===== config.mk =====
export PLATFORM = sky130hd
export DESIGN_NAME = icc_branch_unit_flat
export DESIGN_NICKNAME = d
export VERILOG_FILES = /design/src/rtl/icc_branch_unit_if.sv /design/src/rtl/icc_branch_unit.sv /design/src/flat_wrapper.sv
export SDC_FILE = /design/constraint.sdc
export NUM_CORES = 1
export LEC_CHECK = 0
export BUFFER_PORTS_ARGS = -buffer_cell sky130_fd_sc_hd__buf_2
export CAP_MARGIN = 40
export CELL_PAD_IN_SITES_DETAIL_PLACEMENT = 1
export CELL_PAD_IN_SITES_GLOBAL_PLACEMENT = 2
export CORE_UTILIZATION = 33
export CTS_CLUSTER_DIAMETER = 100
export CTS_CLUSTER_SIZE = 14
export DETAILED_ROUTE_END_ITERATION = 8
export HOLD_SLACK_MARGIN = 0.12
export PLACE_DENSITY_LB_ADDON = 0.1
export SLEW_MARGIN = 20
export SYNTH_ARGS = -nofsm -noshare
export SYNTH_HDL_FRONTEND = slang
export SYNTH_SLANG_ARGS = --single-unit
export TNS_END_PERCENT = 10

===== constraint.sdc =====
create_clock -name clk -period 2.3 [get_ports clk]
set_input_delay 0.115 -clock clk [delete_from_list [all_inputs] [get_ports clk]]
set_output_delay 0.115 -clock clk [all_outputs]
set_load 0.02 [all_outputs]

===== src/rtl/icc_branch_unit_if.sv =====
// Branch handshake between the decode stage (master) and icc_branch_unit (slave).
interface icc_branch_unit_if;
  logic       br_valid;
  logic [3:0] cond;
  logic       annul;
  logic       br_ready;

  modport master (output br_valid, output cond, output annul, input  br_ready);
  modport slave  (input  br_valid, input  cond, input  annul, output br_ready);
endinterface


===== src/rtl/icc_branch_unit.sv =====
// Integer condition-code register plus SPARC Bicc resolution with a
// delay-slot/annul FSM and a one-cycle fetch redirect for taken branches.
module icc_branch_unit #(
  parameter int unsigned CNT_W     = 16,
  parameter logic [3:0]  ICC_RESET = 4'b0000
) (
  input  logic              clk,
  input  logic              rst_n,
  input  logic              icc_we,
  input  logic              n_in,
  input  logic              z_in,
  input  logic              v_in,
  input  logic              c_in,
  icc_branch_unit_if.slave  br,
  input  logic              slot_done,
  input  logic              flush,
  output logic [3:0]        icc,
  output logic              taken,
  output logic              annul_slot,
  output logic              redirect,
  output logic [CNT_W-1:0]  taken_cnt
);

  typedef enum logic [1:0] {
    IDLE  = 2'd0,
    DSLOT = 2'd1,
    REDIR = 2'd2
  } state_e;

  state_e           state_q, state_d;
  logic [3:0]       icc_q, icc_d;
  logic             taken_q, taken_d;
  logic             annul_q, annul_d;
  logic [CNT_W-1:0] cnt_q, cnt_d;

  logic [3:0] flags_eval;
  logic       cond_true;
  logic       accept;

  function automatic logic eval_cond(input logic [3:0] c, input logic [3:0] f);
    logic n, z, v, cy;
    {n, z, v, cy} = f;
    case (c)
      4'b1000: eval_cond = 1'b1;
      4'b0000: eval_cond = 1'b0;
      4'b1001: eval_cond = ~z;
      4'b0001: eval_cond = z;
      4'b1010: eval_cond = ~(z | (n ^ v));
      4'b0010: eval_cond = z | (n ^ v);
      4'b1011: eval_cond = ~(n ^ v);
      4'b0011: eval_cond = n ^ v;
      4'b1100: eval_cond = ~(cy | z);
      4'b0100: eval_cond = cy | z;
      4'b1101: eval_cond = ~cy;
      4'b0101: eval_cond = cy;
      4'b1110: eval_cond = ~n;
      4'b0110: eval_cond = n;
      4'b1111: eval_cond = ~v;
      default: eval_cond = v;
    endcase
  endfunction

  // Flags retiring in the acceptance cycle are bypassed into the evaluation.
  assign flags_eval = icc_we ? {n_in, z_in, v_in, c_in} : icc_q;
  assign cond_true  = eval_cond(br.cond, flags_eval);
  assign br.br_ready = (state_q == IDLE);
  assign accept     = br.br_valid & br.br_ready & ~flush;

  always_comb begin
    icc_d = icc_q;
    if (icc_we) icc_d = {n_in, z_in, v_in, c_in};
  end

  always_comb begin
    state_d = state_q;
    taken_d = taken_q;
    annul_d = annul_q;
    cnt_d   = cnt_q;
    if (flush) begin
      state_d = IDLE;
      taken_d = 1'b0;
      annul_d = 1'b0;
    end else begin
      unique case (state_q)
        IDLE: begin
          if (accept) begin
            state_d = DSLOT;
            taken_d = cond_true;
            annul_d = br.annul & (~cond_true | (br.cond == 4'b1000));
            if (cond_true) cnt_d = cnt_q + 1'b1;
          end
        end
        DSLOT: begin
          if (slot_done) begin
            if (taken_q) begin
              state_d = REDIR;
            end else begin
              state_d = IDLE;
              taken_d = 1'b0;
              annul_d = 1'b0;
            end
          end
        end
        REDIR: begin
          state_d = IDLE;
          taken_d = 1'b0;
          annul_d = 1'b0;
        end
        default: begin
          state_d = IDLE;
          taken_d = 1'b0;
          annul_d = 1'b0;
        end
      endcase
    end
  end

  always_ff @(posedge clk or negedge rst_n) begin
    if (!rst_n) begin
      state_q <= IDLE;
      icc_q   <= ICC_RESET;
      taken_q <= 1'b0;
      annul_q <= 1'b0;
      cnt_q   <= '0;
    end else begin
      state_q <= state_d;
      icc_q   <= icc_d;
      taken_q <= taken_d;
      annul_q <= annul_d;
      cnt_q   <= cnt_d;
    end
  end

  assign icc        = icc_q;
  assign taken      = taken_q;
  assign annul_slot = annul_q;
  assign redirect   = (state_q == REDIR);
  assign taken_cnt  = cnt_q;

endmodule

===== src/flat_wrapper.sv =====
// flat-port wrapper written by rule: the top's interface ports become plain ports
module icc_branch_unit_flat 
#(
  parameter int unsigned CNT_W     = 16,
  parameter logic [3:0]  ICC_RESET = 4'b0000
)
  (clk, rst_n, icc_we, n_in, z_in, v_in, c_in, slot_done, flush, icc, taken, annul_slot, redirect, taken_cnt, br_br_valid, br_cond, br_annul, br_br_ready);
  icc_branch_unit_if br_i ();
  input  logic clk;
  input  logic rst_n;
  input  logic icc_we;
  input  logic n_in;
  input  logic z_in;
  input  logic v_in;
  input  logic c_in;
  input  logic slot_done;
  input  logic flush;
  output logic [3:0] icc;
  output logic taken;
  output logic annul_slot;
  output logic redirect;
  output logic [CNT_W-1:0] taken_cnt;
  input wire logic [$bits(br_i.br_valid)-1:0] br_br_valid;
  input wire logic [$bits(br_i.cond)-1:0] br_cond;
  input wire logic [$bits(br_i.annul)-1:0] br_annul;
  output wire logic [$bits(br_i.br_ready)-1:0] br_br_ready;
  assign br_i.br_valid = br_br_valid;
  assign br_i.cond = br_cond;
  assign br_i.annul = br_annul;
  assign br_br_ready = br_i.br_ready;
  icc_branch_unit #(.CNT_W(CNT_W), .ICC_RESET(ICC_RESET)) u_core (.clk(clk), .rst_n(rst_n), .icc_we(icc_we), .n_in(n_in), .z_in(z_in), .v_in(v_in), .c_in(c_in), .br(br_i), .slot_done(slot_done), .flush(flush), .icc(icc), .taken(taken), .annul_slot(annul_slot), .redirect(redirect), .taken_cnt(taken_cnt));
endmodule

Word level (Yosys, flattened, before mapping)
Cells that the tools add are included.
- word-level logic and storage cells: 63
- ROM bits: 0
- bits in latches: 0
- output and inout bits: 24
- memories kept: 0
- register bits: 24
- RAM bits: 0
- input bits: 15
- equal/unequal tests: 19
- magnitude comparators: 0
- muxes and demuxes: 17
- bitwise gates (word level): 16
- shift operators: 0
- divide/modulo/power cells: 0
- add/subtract/negate cells: 1
- reduce and logical (&&, ||, !) cells: 5
- $mul: 0
- operator list (kind ; count):
    4-bit == test (second input constant) ; 8
    16-bit by 1-bit adder with 16-bit output (second input constant) ; 1
    1-bit case mux with 15 select lines ; 1
    4-bit by 3-bit == test with 1-bit output (second input constant) ; 3
    3-bit inequality test (second input constant) ; 3
    1-bit NOT ; 9
    4-bit by 2-bit == test with 1-bit output (second input constant) ; 2
    1-bit two-way mux ; 8
    2-bit two-way mux ; 4
    4-bit by 1-bit == test with 1-bit output (second input constant) ; 1
    4-bit logical NOT ; 1
    4-bit two-way mux ; 1
    1-bit case mux with 2 select lines ; 2
    2-bit case mux with 2 select lines ; 1
    4-bit AND reduction ; 1
    1-bit bitwise AND ; 3
    1-bit OR ; 3
    3-bit AND reduction ; 1
    2-bit by 1-bit == test with 1-bit output (second input constant) ; 1
    2-bit == test (second input constant) ; 1
    2-bit logical NOT ; 1
    2-bit AND reduction ; 1
    1-bit bitwise XOR ; 1

Depth between registers and ports, before layout
- depth in word-level cells: 11
- mapped depth: 8
- gate-level depth less buffers: 6

Worst setup path after synthesis
Ideal clock, no wire load.
- path type: reg2reg
- start point: register u_core.icc_q[3], in the netlist u_core.icc[3]
- end point: register u_core.cnt_q[1], in the netlist u_core.taken_cnt[1]
- setup slack: 0.040 ns
- arrival time: 2.133 ns
- library setup time: 0.128 ns
- period minus slack after synthesis: 2.260 ns
- data required time: 2.172 ns
- buffers on the path: 1
- cell stages (with the launch flop): 8
- cell sequence: dfrtp_1 > mux4_1 > nor2_1 > a2111oi_2 > nor4_4 > buf_6 > a21oi_1 > mux2_1
- cells in the longest elaborated chain, start to end: 6
- elaborated cells between the ends (all ways): 8
- classes of those cells: mux (2); bitwise (5); reduce/logical (1)
- RTL lines (item ; RTL line ; source):
    from (decl) ; icc_branch_unit.sv:31 ; logic [3:0] icc_q, icc_d;
    from (signal assigned) ; icc_branch_unit.sv:127 ; icc_q <= icc_d;
    4-bit two-way mux * ; n/a ;
    1-bit bitwise XOR ; n/a ;
    1-bit OR ; icc_branch_unit.sv:48, icc_branch_unit.sv:49 ;
    1-bit NOT ; icc_branch_unit.sv:48 ; 4'b1010: eval_cond = ~(z | (n ^ v));
    1-bit case mux with 15 select lines * ; icc_branch_unit.sv:43 ; case (c)
    4-bit AND reduction (no source line) * ; n/a ;
    to (signal assigned) ; icc_branch_unit.sv:130 ; cnt_q <= cnt_d;
    to (decl) ; icc_branch_unit.sv:34 ; logic [CNT_W-1:0] cnt_q, cnt_d;
Every way passes the cells marked *; elsewhere a longest branch is shown, timed or not.
A chain may end at the register's enable or synchronous reset.

Worst setup path after layout
- start point: register u_core.icc_q[3], in the netlist u_core.icc[3]
- end point: register u_core.cnt_q[9], in the netlist u_core.taken_cnt[9]
- cells in the longest elaborated chain, start to end: 6
- elaborated cells between the ends (all ways): 8
- classes of those cells: mux (2); bitwise (5); reduce/logical (1)
- RTL lines (item ; RTL line ; source):
    4-bit two-way mux * ; n/a ;
    named net u_core.flags_eval[3] ; icc_branch_unit.sv:36 ; logic [3:0] flags_eval;
    1-bit bitwise XOR ; n/a ;
    1-bit OR ; icc_branch_unit.sv:48, icc_branch_unit.sv:49 ;
    1-bit NOT ; icc_branch_unit.sv:48 ;
    1-bit case mux with 15 select lines * ; icc_branch_unit.sv:43 ;
    4-bit AND reduction (no source line) * ; n/a ;
Mark *: on every way through the listed nets, which the timed path passes. The rest lies on a longest branch.

==> impl_metrics.env <==
export IMPL_ys_top_cells_by_area="dfrtp_1, xor2_1, a2111oi_2"
export IMPL_core_area_sq_um=4410
export IMPL_rows=24
export IMPL_synth_most_common_cell="dfrtp_1"
export IMPL_ys_seq_elements=24
export IMPL_setup_violations=0
export IMPL_postRouteAntennaNets=0
export IMPL_finalHoldViolCount=0
export IMPL_clk_pin_slew_ns=0.09
export IMPL_vdd_drop_max_uv=422
export IMPL_power_density_nw_per_um2=664
export IMPL_yosysTopAreaCellShare_pct=39.2
export IMPL_clock_latency_ns=0.27
export IMPL_num_nets_final=214
export IMPL_avgSynthCellArea_sq_um=10.9
export IMPL_netlist_instances=141
export IMPL_final_util_pct=46.6
export IMPL_top_layer="met4"
export IMPL_die_y_um=70.1
export IMPL_finalCriticalPeriod_ns=2.22
export IMPL_yosysUniqueCellTypes=46
export IMPL_place_ws_ns=-0.138
export IMPL_synth_top_area_cell="dfrtp_1"
export IMPL_antenna_found_initial=0
export IMPL_slowest_stage="dfrtp_1"
export IMPL_hp_class="input pin to register"
export IMPL_ys_seq_area_share_pct=39.2
export IMPL_wl_per_cell_um=16.3
export IMPL_wl_met1_um=1810
export IMPL_drv_slew=0
export IMPL_diodes=0
export IMPL_met2_length_um=2130
export IMPL_syn_area_sq_um=1530
export IMPL_fp_dieArea_sq_um=4910
export IMPL_clock_path_buffers=2
export IMPL_path_cells="buf_4 > mux2_2 > o22ai_1 > and3_4 > nor4_4 > buf_6 > buf_4 > a2111oi_4 > xor2_1"
export IMPL_max_slew_margin_rel_pct=60.5
export IMPL_path_delay_family="compound AO/OA/AOI/OAI gates"
export IMPL_clock_tree_root_cell="clkbuf_8"
export IMPL_gr_usage_all_layers_pct=17.4
export IMPL_drc_errors=0
export IMPL_crit_top_cell="buf_4"
export IMPL_gp_congestion=0.748
export IMPL_startpoint_type="register"
export IMPL_fmax_mhz=451
export IMPL_wl_met3_um=96
export IMPL_critical_path_class="register to register"
export IMPL_dr_pass1_iters=4
export IMPL_cts_tree="done"
export IMPL_drive_gt1_share_pct=41.1
export IMPL_first_iter_violations=46
export IMPL_cp_buffers_inverters=3
export IMPL_cts_sinks=24
export IMPL_max_cap_violations=0
export IMPL_rsz0062_at_grt="yes"
export IMPL_tightest_slew_ns=0.592
export IMPL_synth_ff_type="dfrtp_1"
export IMPL_power_mw=1.37
export IMPL_dp_hpwl_um=2970
export IMPL_io_pins=39
export IMPL_port_buffers=38
export IMPL_numCtsBuffers=3
export IMPL_setup_ws_ns=0.0830
export IMPL_cp_arrival_ns=2.41
export IMPL_crit_path_end_kind="register"
export IMPL_synth_async_reset_ratio_pct=100
export IMPL_critPathMaxFanout=11
export IMPL_routed_wl_um=4060
export IMPL_cts_max_level=1
export IMPL_syn2layout_area_growth_pct=34.4
export IMPL_vias_per_cell=5.34
export IMPL_leakagePower_nw=0.963
export IMPL_grt_pass1_vias=1371
export IMPL_status="finished clean"
export IMPL_synth_commonest_cells="dfrtp_1, xor2_1, nand2_1, nand3_1"
export IMPL_vias=1329
export IMPL_start_util_pct=34.7
export IMPL_grt_max_degree=25
export IMPL_cpPeakStageDelay_ns=0.41
export IMPL_holdWs_ns=0.135
export IMPL_grt_pass1_wl_um=6780
export IMPL_layout_worst_path_cycle_share_pct=96.4
export IMPL_syn_num_nets=157
export IMPL_synth_warnings=0
export IMPL_fp_dieW_um=70.1
export IMPL_synth_edf_count=0
export IMPL_skew_ns=0.00581
export IMPL_grt_overflow=0
export IMPL_critPathRequiredTime_ns=2.49
[final timing paths]
path                                           start              endpoint  slack [ns]  cells after the start
worst max-delay path                   u_core.icc[3]   u_core.taken_cnt[9]        0.08                      9
worst min-delay path                       slot_done     u_core.state_q[1]        0.14                      2
worst max register to register         u_core.icc[3]   u_core.taken_cnt[9]        0.08                      9
worst min register to register  u_core.taken_cnt[15]  u_core.taken_cnt[15]        0.47                      1
max in group asynchronous                      rst_n   u_core.taken_cnt[2]        1.54                      2
min in group asynchronous                      rst_n     u_core.annul_slot        0.38                      2
[metal layers]
metal | vias to the layer above | GRT usage [%]
li1 | 642 | -
met5 | - | 0
met4 | 0 | 3.33
met1 | 665 | 21.8
met3 | 2 | 2.74
met2 | 20 | 31.4
[cells in the final DEF, fill, tap and decap left out, types with 6 or more instances in the layout]
master / Yosys / routed
nand3_1: 9 / 9
buf_4: 0 / 17
nand2_1: 9 / 9
xor2_1: 16 / 16
dfrtp_1: 24 / 24
buf_2: 2 / 38
a2111oi_4: 1 / 6
[cell type report]
type / instances / area (sq um)
Fill cell: 502 / 2360
Multi-Input combinational cell: 105 / 952
Sequential cell: 24 / 601
Timing Repair Buffer: 60 / 369
Tap cell: 52 / 65.1
Clock buffer: 4 / 55.1
Inverter: 4 / 15.0
[logic make-up after synthesis]
logic type      after synthesis  share of synthesized area [%]
fa+ha+maj                     1                          0.818
mux                          10                           8.50
xor+xnor                     17                           9.73
compound gates               28                           18.1
flops                        24                           39.2
simple gates                 49                           18.8
buf+inv                      12                           4.82
[where the power goes]
part | internal (mW) | switching, mW
clock | 0.153 | 0.141
sequential | 0.490 | 0.0901
combinational | 0.192 | 0.301
total | 0.834 | 0.532
[metrics by stage]
stage / std cells / cell area [sq um] / TNS (ns)
6_report: 249 / 2060 / 0
5_1_grt: 249 / 2060 / -0.152
4_1_cts: 248 / 1960 / 0
3_5_place_dp: 240 / 1850 / -0.289
3_3_place_gp: 240 / 1850 / -0.00854
2_1_floorplan: 141 / 1530 / 0
[timing repair]
item                                   in CTS  in global routing
cloned                                      0                  0
hold buffers                                4                  0
setup endpoints to repair                   6                 12
resized for setup                           5                 12
pin swaps                                   1                  2
setup buffers                               0                  1
endpoints found under the hold margin      27                  0
[registers in the layout, summed over array words and instances (netlist names)]
register / flops
u_core.taken: 1
u_core.icc: 4
u_core.taken_cnt: 16
u_core.annul_slot: 1
u_core.state_q: 2
No activity file was read; power rests on OpenSTA's default activity.
